==> config.mk <==
export PLATFORM = sky130hd
export DESIGN_NAME = temp_pid_duty_flat
export DESIGN_NICKNAME = d
export VERILOG_FILES = /design/src/rtl/temp_ctrl_pkg.sv /design/src/rtl/temp_pid_duty_if.sv /design/src/rtl/temp_pid_duty_sat_clamp.sv /design/src/rtl/temp_pid_duty.sv /design/src/flat_wrapper.sv
export SDC_FILE = /design/constraint.sdc
export NUM_CORES = 1
export LEC_CHECK = 0
export BUFFER_PORTS_ARGS = -buffer_cell sky130_fd_sc_hd__buf_2
export CAP_MARGIN = 0
export CORE_MARGIN = 2
export CORE_UTILIZATION = 50
export DETAILED_ROUTE_END_ITERATION = 12
export PLACE_DENSITY = 0.78
export SLEW_MARGIN = 15
export SYNTH_ARGS = -nofsm -noshare
export SYNTH_HDL_FRONTEND = slang
export SYNTH_SLANG_ARGS = --single-unit
export TNS_END_PERCENT = 20
==> constraint.sdc <==
create_clock -name clk -period 5.8 [get_ports clk]
set_input_delay 1.74 -clock clk [delete_from_list [all_inputs] [get_ports clk]]
set_output_delay 1.74 -clock clk [all_outputs]
set_load 0.03 [all_outputs]
==> src/rtl/temp_ctrl_pkg.sv <==
// temp_ctrl_pkg: shared heater-control constants (TEMP_W, DUTY_MAX) and PID FSM state enum
package temp_ctrl_pkg;
  localparam int TEMP_W = 16;
  localparam int DUTY_MAX = 1010;
  typedef enum logic [2:0] {IDLE, ERR, INTEG, MUL, SUM, OUT} state_e;
endpackage

==> src/rtl/temp_pid_duty_if.sv <==
// temp_pid_duty_if: PID bus; master drives enable/temp_valid/temp_in/setpoint, slave returns busy/duty_valid/high_len/heater_open
interface temp_pid_duty_if;
  import temp_ctrl_pkg::*;
  logic enable;
  logic temp_valid;
  logic signed [TEMP_W-1:0] temp_in;
  logic signed [TEMP_W-1:0] setpoint;
  logic busy;
  logic duty_valid;
  logic signed [TEMP_W-1:0] high_len;
  logic heater_open;
  modport master(output enable, temp_valid, temp_in, setpoint, input busy, duty_valid, high_len, heater_open);
  modport slave(input enable, temp_valid, temp_in, setpoint, output busy, duty_valid, high_len, heater_open);
endinterface

==> src/rtl/temp_pid_duty_sat_clamp.sv <==
// sat_clamp: combinational signed clamp of d_i (IW bits) into [LO, HI], result q_o (OW bits)
module sat_clamp #(
  parameter int IW = 18,
  parameter int OW = 17,
  parameter longint LO = -32767,
  parameter longint HI = 32767
) (
  input  logic signed [IW-1:0] d_i,
  output logic signed [OW-1:0] q_o
);
  localparam logic signed [IW-1:0] LO_C = IW'(LO);
  localparam logic signed [IW-1:0] HI_C = IW'(HI);
  localparam logic signed [OW-1:0] LO_O = OW'(LO);
  localparam logic signed [OW-1:0] HI_O = OW'(HI);
  assign q_o = d_i < LO_C ? LO_O : d_i > HI_C ? HI_O : $signed(d_i[OW-1:0]);
endmodule

==> src/rtl/temp_pid_duty.sv <==
// temp_pid_duty: fixed-gain PID from temperature samples to clamped PWM duty; ports clk, rst_n (async low), bus (slave: enable/temp_valid/temp_in/setpoint in, busy/duty_valid/high_len/heater_open out)
module temp_pid_duty
  import temp_ctrl_pkg::*;
#(
  parameter int KP = 8,
  parameter int KI = 1,
  parameter int KD = 4,
  parameter int FRAC = 4,
  parameter int INT_LIM = 32767
) (
  input logic clk,
  input logic rst_n,
  temp_pid_duty_if.slave bus
);
  state_e state_q;
  logic signed [TEMP_W-1:0] temp_q, sp_q, high_len_q, high_len_d;
  logic signed [16:0] e_q, e_prev_q, integ_q, e_d, integ_d;
  logic signed [17:0] d_q, d_d, integ_sum;
  logic signed [31:0] p_q, i_q, dd_q;
  logic signed [33:0] u_q, sum_d, u_d;
  logic first_q, sat_hi_q, sat_lo_q, duty_valid_q, heater_open_q, hold_integ;
  assign e_d = 17'(sp_q) - 17'(temp_q);
  assign d_d = first_q ? '0 : 18'(e_d) - 18'(e_prev_q);
  assign integ_sum = 18'(integ_q) + 18'(e_q);
  assign hold_integ = (sat_hi_q && e_q > 0) || (sat_lo_q && e_q < 0);
  assign sum_d = 34'(p_q) + 34'(i_q) + 34'(dd_q);
  assign u_d = sum_d >>> FRAC;
  sat_clamp #(.IW(18), .OW(17), .LO(-INT_LIM), .HI(INT_LIM)) u_int_clamp (.d_i(integ_sum), .q_o(integ_d));
  sat_clamp #(.IW(34), .OW(TEMP_W), .LO(0), .HI(DUTY_MAX)) u_out_clamp (.d_i(u_q), .q_o(high_len_d));
  always_ff @(posedge clk or negedge rst_n) begin
    if (!rst_n) begin
      state_q <= IDLE;
      temp_q <= '0;
      sp_q <= '0;
      e_q <= '0;
      e_prev_q <= '0;
      d_q <= '0;
      integ_q <= '0;
      p_q <= '0;
      i_q <= '0;
      dd_q <= '0;
      u_q <= '0;
      high_len_q <= '0;
      first_q <= 1'b1;
      sat_hi_q <= 1'b0;
      sat_lo_q <= 1'b0;
      duty_valid_q <= 1'b0;
      heater_open_q <= 1'b0;
    end else begin
      heater_open_q <= bus.enable;
      duty_valid_q <= 1'b0;
      if (!bus.enable) begin
        state_q <= IDLE;
        high_len_q <= '0;
        integ_q <= '0;
        first_q <= 1'b1;
        sat_hi_q <= 1'b0;
        sat_lo_q <= 1'b0;
      end else begin
        case (state_q)
          IDLE: if (bus.temp_valid) begin
            temp_q <= bus.temp_in;
            sp_q <= bus.setpoint;
            state_q <= ERR;
          end
          ERR: begin
            e_q <= e_d;
            d_q <= d_d;
            e_prev_q <= e_d;
            first_q <= 1'b0;
            state_q <= INTEG;
          end
          INTEG: begin
            if (!hold_integ) integ_q <= integ_d;
            state_q <= MUL;
          end
          MUL: begin
            p_q <= KP * 32'(e_q);
            i_q <= KI * 32'(integ_q);
            dd_q <= KD * 32'(d_q);
            state_q <= SUM;
          end
          SUM: begin
            u_q <= u_d;
            state_q <= OUT;
          end
          OUT: begin
            high_len_q <= high_len_d;
            sat_hi_q <= u_q > 34'(DUTY_MAX);
            sat_lo_q <= u_q < 0;
            duty_valid_q <= 1'b1;
            state_q <= IDLE;
          end
          default: state_q <= IDLE;
        endcase
      end
    end
  end
  assign bus.busy = state_q != IDLE;
  assign bus.duty_valid = duty_valid_q;
  assign bus.high_len = high_len_q;
  assign bus.heater_open = heater_open_q;
endmodule

==> src/flat_wrapper.sv <==
// flat-port wrapper written by rule: the top's interface ports become plain ports
module temp_pid_duty_flat import temp_ctrl_pkg::*;
#(
  parameter int KP = 8,
  parameter int KI = 1,
  parameter int KD = 4,
  parameter int FRAC = 4,
  parameter int INT_LIM = 32767
)
  (clk, rst_n, bus_enable, bus_temp_valid, bus_temp_in, bus_setpoint, bus_busy, bus_duty_valid, bus_high_len, bus_heater_open);
  temp_pid_duty_if bus_i ();
  input logic clk;
  input logic rst_n;
  input wire logic [$bits(bus_i.enable)-1:0] bus_enable;
  input wire logic [$bits(bus_i.temp_valid)-1:0] bus_temp_valid;
  input wire logic [$bits(bus_i.temp_in)-1:0] bus_temp_in;
  input wire logic [$bits(bus_i.setpoint)-1:0] bus_setpoint;
  output wire logic [$bits(bus_i.busy)-1:0] bus_busy;
  output wire logic [$bits(bus_i.duty_valid)-1:0] bus_duty_valid;
  output wire logic [$bits(bus_i.high_len)-1:0] bus_high_len;
  output wire logic [$bits(bus_i.heater_open)-1:0] bus_heater_open;
  assign bus_i.enable = bus_enable;
  assign bus_i.temp_valid = bus_temp_valid;
  assign bus_i.temp_in = bus_temp_in;
  assign bus_i.setpoint = bus_setpoint;
  assign bus_busy = bus_i.busy;
  assign bus_duty_valid = bus_i.duty_valid;
  assign bus_high_len = bus_i.high_len;
  assign bus_heater_open = bus_i.heater_open;
  temp_pid_duty #(.KP(KP), .KI(KI), .KD(KD), .FRAC(FRAC), .INT_LIM(INT_LIM)) u_core (.clk(clk), .rst_n(rst_n), .bus(bus_i));
endmodule
==> impl_metrics.py <==
metrics = {
    "power_and_ir_drop": {
        "ir_worst_vdd_v": 0.000314,
        "power_leakage_nw": 5.51,
        "powerDensity_nw_per_um2": 595,
    },
    "critical_path": {
        "start_kind": "flop",
        "cp-end-kind": "flop",
        "worstSetupPathType": "flop to flop",
        "crit_chain": "ha_1 > a21o_1 > a21o_1 > a2111oi_0 > o31ai_1 > or2_2 > xor2_1 > ha_1 > or3_1 > o31ai_1 > o21ai_0 > and2_1 > or4_1 > a31oi_1",
        "r2r_setup_slack_ps": 1190,
        "r2r_cells": 14,
        "slowest_delay_ps": 720,
        "r2r-end": "u_core.d_q[17]",
        "critical_path_required_ps": 6150,
        "crit_slowest_cell": "a2111oi_0",
        "cp_max_fo": 4,
        "crit_arrival_ps": 4960,
        "r2r_start": "u_core.sp_q[1]",
    },
    "grt": {
        "antenna_found_initial": 1,
        "grt.total_usage_pct": 21.1,
        "grt_pass1_wl_mm": 36.3,
        "gr-total-overflow": 0,
        "grt_pass1_vias": 7371,
        "grt_max_degree": 104,
    },
    "synthesis": {
        "synth_area_leaders": "dfrtp_1 (43%), mux2_2 (8.9%), ha_1 (8.2%), fa_1 (4.1%), o21ai_0 (3.4%)",
        "yosys_warnings": 0,
        "synth_nets": 1090,
        "synth_top_cell_by_area": "dfrtp_1",
        "synth_seq_cells": 176,
        "synth_ff_type": "dfrtp_1",
        "seq_area_frac_synth_pct": 43.3,
        "synth_cells": 966,
        "synth_top_area_share_pct": 43.1,
        "synth_enable_flop_cells": 0,
        "synthTopCellsByCount": "dfrtp_1 (175), nand2_1 (86), mux2_2 (80)",
        "avgSynthCellArea_um2": 10.5,
        "yosysMostFrequentCell": "dfrtp_1",
        "synthArstFlopShare_pct": 100,
        "synth_cell_types": 63,
        "synth_area_um2": 10200,
    },
    "route": {
        "drt_wl_total_mm": 21.7,
        "detail_route.iter0.violations": 355,
        "drt-wirelength-per-cell_um": 16.7,
        "drc": 0,
        "first_pass_iters": 5,
        "ant_nets": 0,
        "vias": 7448,
        "vias_per_cell": 5.73,
    },
    "placed_design": {
        "place.gp.congestion": 0.862,
        "dp_slack_ps": 1260,
        "dp_hpwl_mm": 16.0,
        "port_buffers": 54,
    },
    "flow_run": {
        "drv_cap": 0,
    },
    "die": {
        "die_y_um": 147,
        "die_area_um2": 21500,
        "num_rows": 52,
        "die_w_um": 147,
        "io_pins": 55,
        "start_util_pct": 50.6,
        "coreArea_um2": 20100,
    },
    "sta": {
        "slew_headroom_pct": 24.9,
        "min_period_ps": 4610,
        "worst_pin_slew_ps": 1120,
        "rsz0062_at_grt": "false",
        "final-setup-viol-count": 0,
        "fin_worst_skew_ps": 6.56,
        "finalSetupTns_ps": 0,
        "final.setup.worst_slack_ps": 1190,
        "drv_slew": 0,
        "hold_viol_final": 0,
        "timing.fmax_mhz": 217,
        "fin_crit_sh_pct": 79.5,
    },
    "clocking": {
        "numCtsBuffers": 17,
        "clockBufferDepth": 2,
        "clk_latency_ps": 420,
        "post_cts_buffers": 0,
        "cts-resized-gates": 0,
        "cts.sinks": 176,
        "cts_tree": "yes",
        "path_clk_slew_ps": 70,
        "ctsHoldBuffers": 0,
        "cts.htree.levels": 4,
        "clock-root-buffer": "clkbuf_16",
    },
    "layout": {
        "finalNetCount": 1141,
        "multi_input_area_um2": 5460,
        "area_growth_syn_to_layout_pct": 11.8,
        "antenna_cells": 0,
        "fillCellCount": 1725,
        "final-seq-area_um2": 4410,
        "drive_above_1_share_pct": 18.2,
    },
    "min_path": {
        "min_path_cells": 2,
        "hp-class": "flop to flop",
        "hold_start": "u_core.u_q[10]",
        "min_to": "u_core.u_q[10]",
    },
    "outcome": {
        "run_status": "finished clean",
    },
}
-- cell type report --
type	instances	area share (%)
sequential	176	38.8
tap	270	2.97
timing repair buffer	59	2.76
inverter	53	1.75
clock buffer	21	4.14
clock inverter	11	1.56
multi-input combinational	710	48.0
-- metal layers --
metal	routed length [um]	vias up	GRT usage, %
met5	13	-	0
met4	231	2	5.24
met3	1120	26	3.78
met2	10500	189	35.8
met1	9930	3618	28.2
li1	-	3613	-
-- flip-flops by register name (all words and copies together) (netlist names) --
register and flops:
u_core.temp_q 16, u_core.bus.duty_valid 1, u_core.i_q 15, u_core.sat_lo_q 1
u_core.state_q 3, u_core.d_q 18, u_core.sp_q 16, u_core.first_q 1
u_core.u_q 18, u_core.integ_q 17, u_core.p_q 17, u_core.e_q 17
u_core.bus.heater_open 1, u_core.bus.high_len 16, u_core.sat_hi_q 1, u_core.dd_q 18
-- worst max-delay path, delay by kind of cell (launching register included) --
| kind | cells | cell delay, ps |
|---|---|---|
| flip-flops | 1 | 410 |
| XOR/XNOR | 1 | 160 |
| adder cells (fa/ha/maj) | 2 | 530 |
| AND/OR/NAND/NOR | 4 | 1350 |
| AO/OA/AOI/OAI | 7 | 2070 |
-- cell families (layout without fill, tap and decap cells) --
group | after synthesis | in the layout | share of synthesized area [%]
compound gates | 247 | 247 | 16.2
xor+xnor | 50 | 50 | 4.31
fa+ha+maj | 88 | 88 | 12.4
buf+inv | 80 | 144 | 3.04
flops | 176 | 176 | 43.3
mux | 80 | 80 | 8.86
simple gates | 245 | 245 | 11.8
-- cell usage in the layout, fill, tap and decap left out, types with 8 or more instances in the layout --
cell,instances
nand3_1,16
clkbuf_16,17
o31ai_1,10
a21oi_1,45
buf_2,53
a21o_1,20
a22o_1,18
o21ai_0,70
nor3_1,18
nor2b_1,9
and2_1,15
a221o_1,8
inv_1,53
nand2b_1,16
a211oi_1,9
dfrtp_1,175
xor2_1,21
ha_1,67
fa_1,21
mux2_2,80
o21a_1,9
nor2_1,38
nand2_1,86
xnor2_1,29
-- worst max path at each step --
stage	from	end	slack (ps)
6_report	u_core.sp_q[1]	u_core.d_q[17]	1190
5_1_grt	u_core.temp_q[1]	u_core.d_q[17]	920
4_1_cts	u_core.sp_q[1]	u_core.d_q[17]	1230
3_5_place_dp	u_core.sp_q[1]	u_core.d_q[17]	1260
3_3_place_gp	u_core.sp_q[1]	u_core.d_q[17]	1490
2_1_floorplan	u_core.sp_q[1]	u_core.d_q[17]	1870
-- power breakdown --
group	switching, mW	total (mW)	internal, mW
Sequential	0.331	1.89	1.56
Combinational	2.03	3.62	1.59
Clock	0.484	1.25	0.761
Total	2.84	6.75	3.91
-- metrics by stage --
step	instance area, um2	utilization (%)	instances	hold WS [ps]	total power, mW
after floorplan	10200	-	966	439	4.63
after global placement	10700	53.3	1268	456	5.28
after detailed placement	10700	53.3	1268	466	5.42
after CTS	11400	56.5	1300	481	6.72
after global routing	11400	56.5	1300	499	7.30
final	11400	56.5	1300	474	6.75
(Power assumes the default switching activity.)
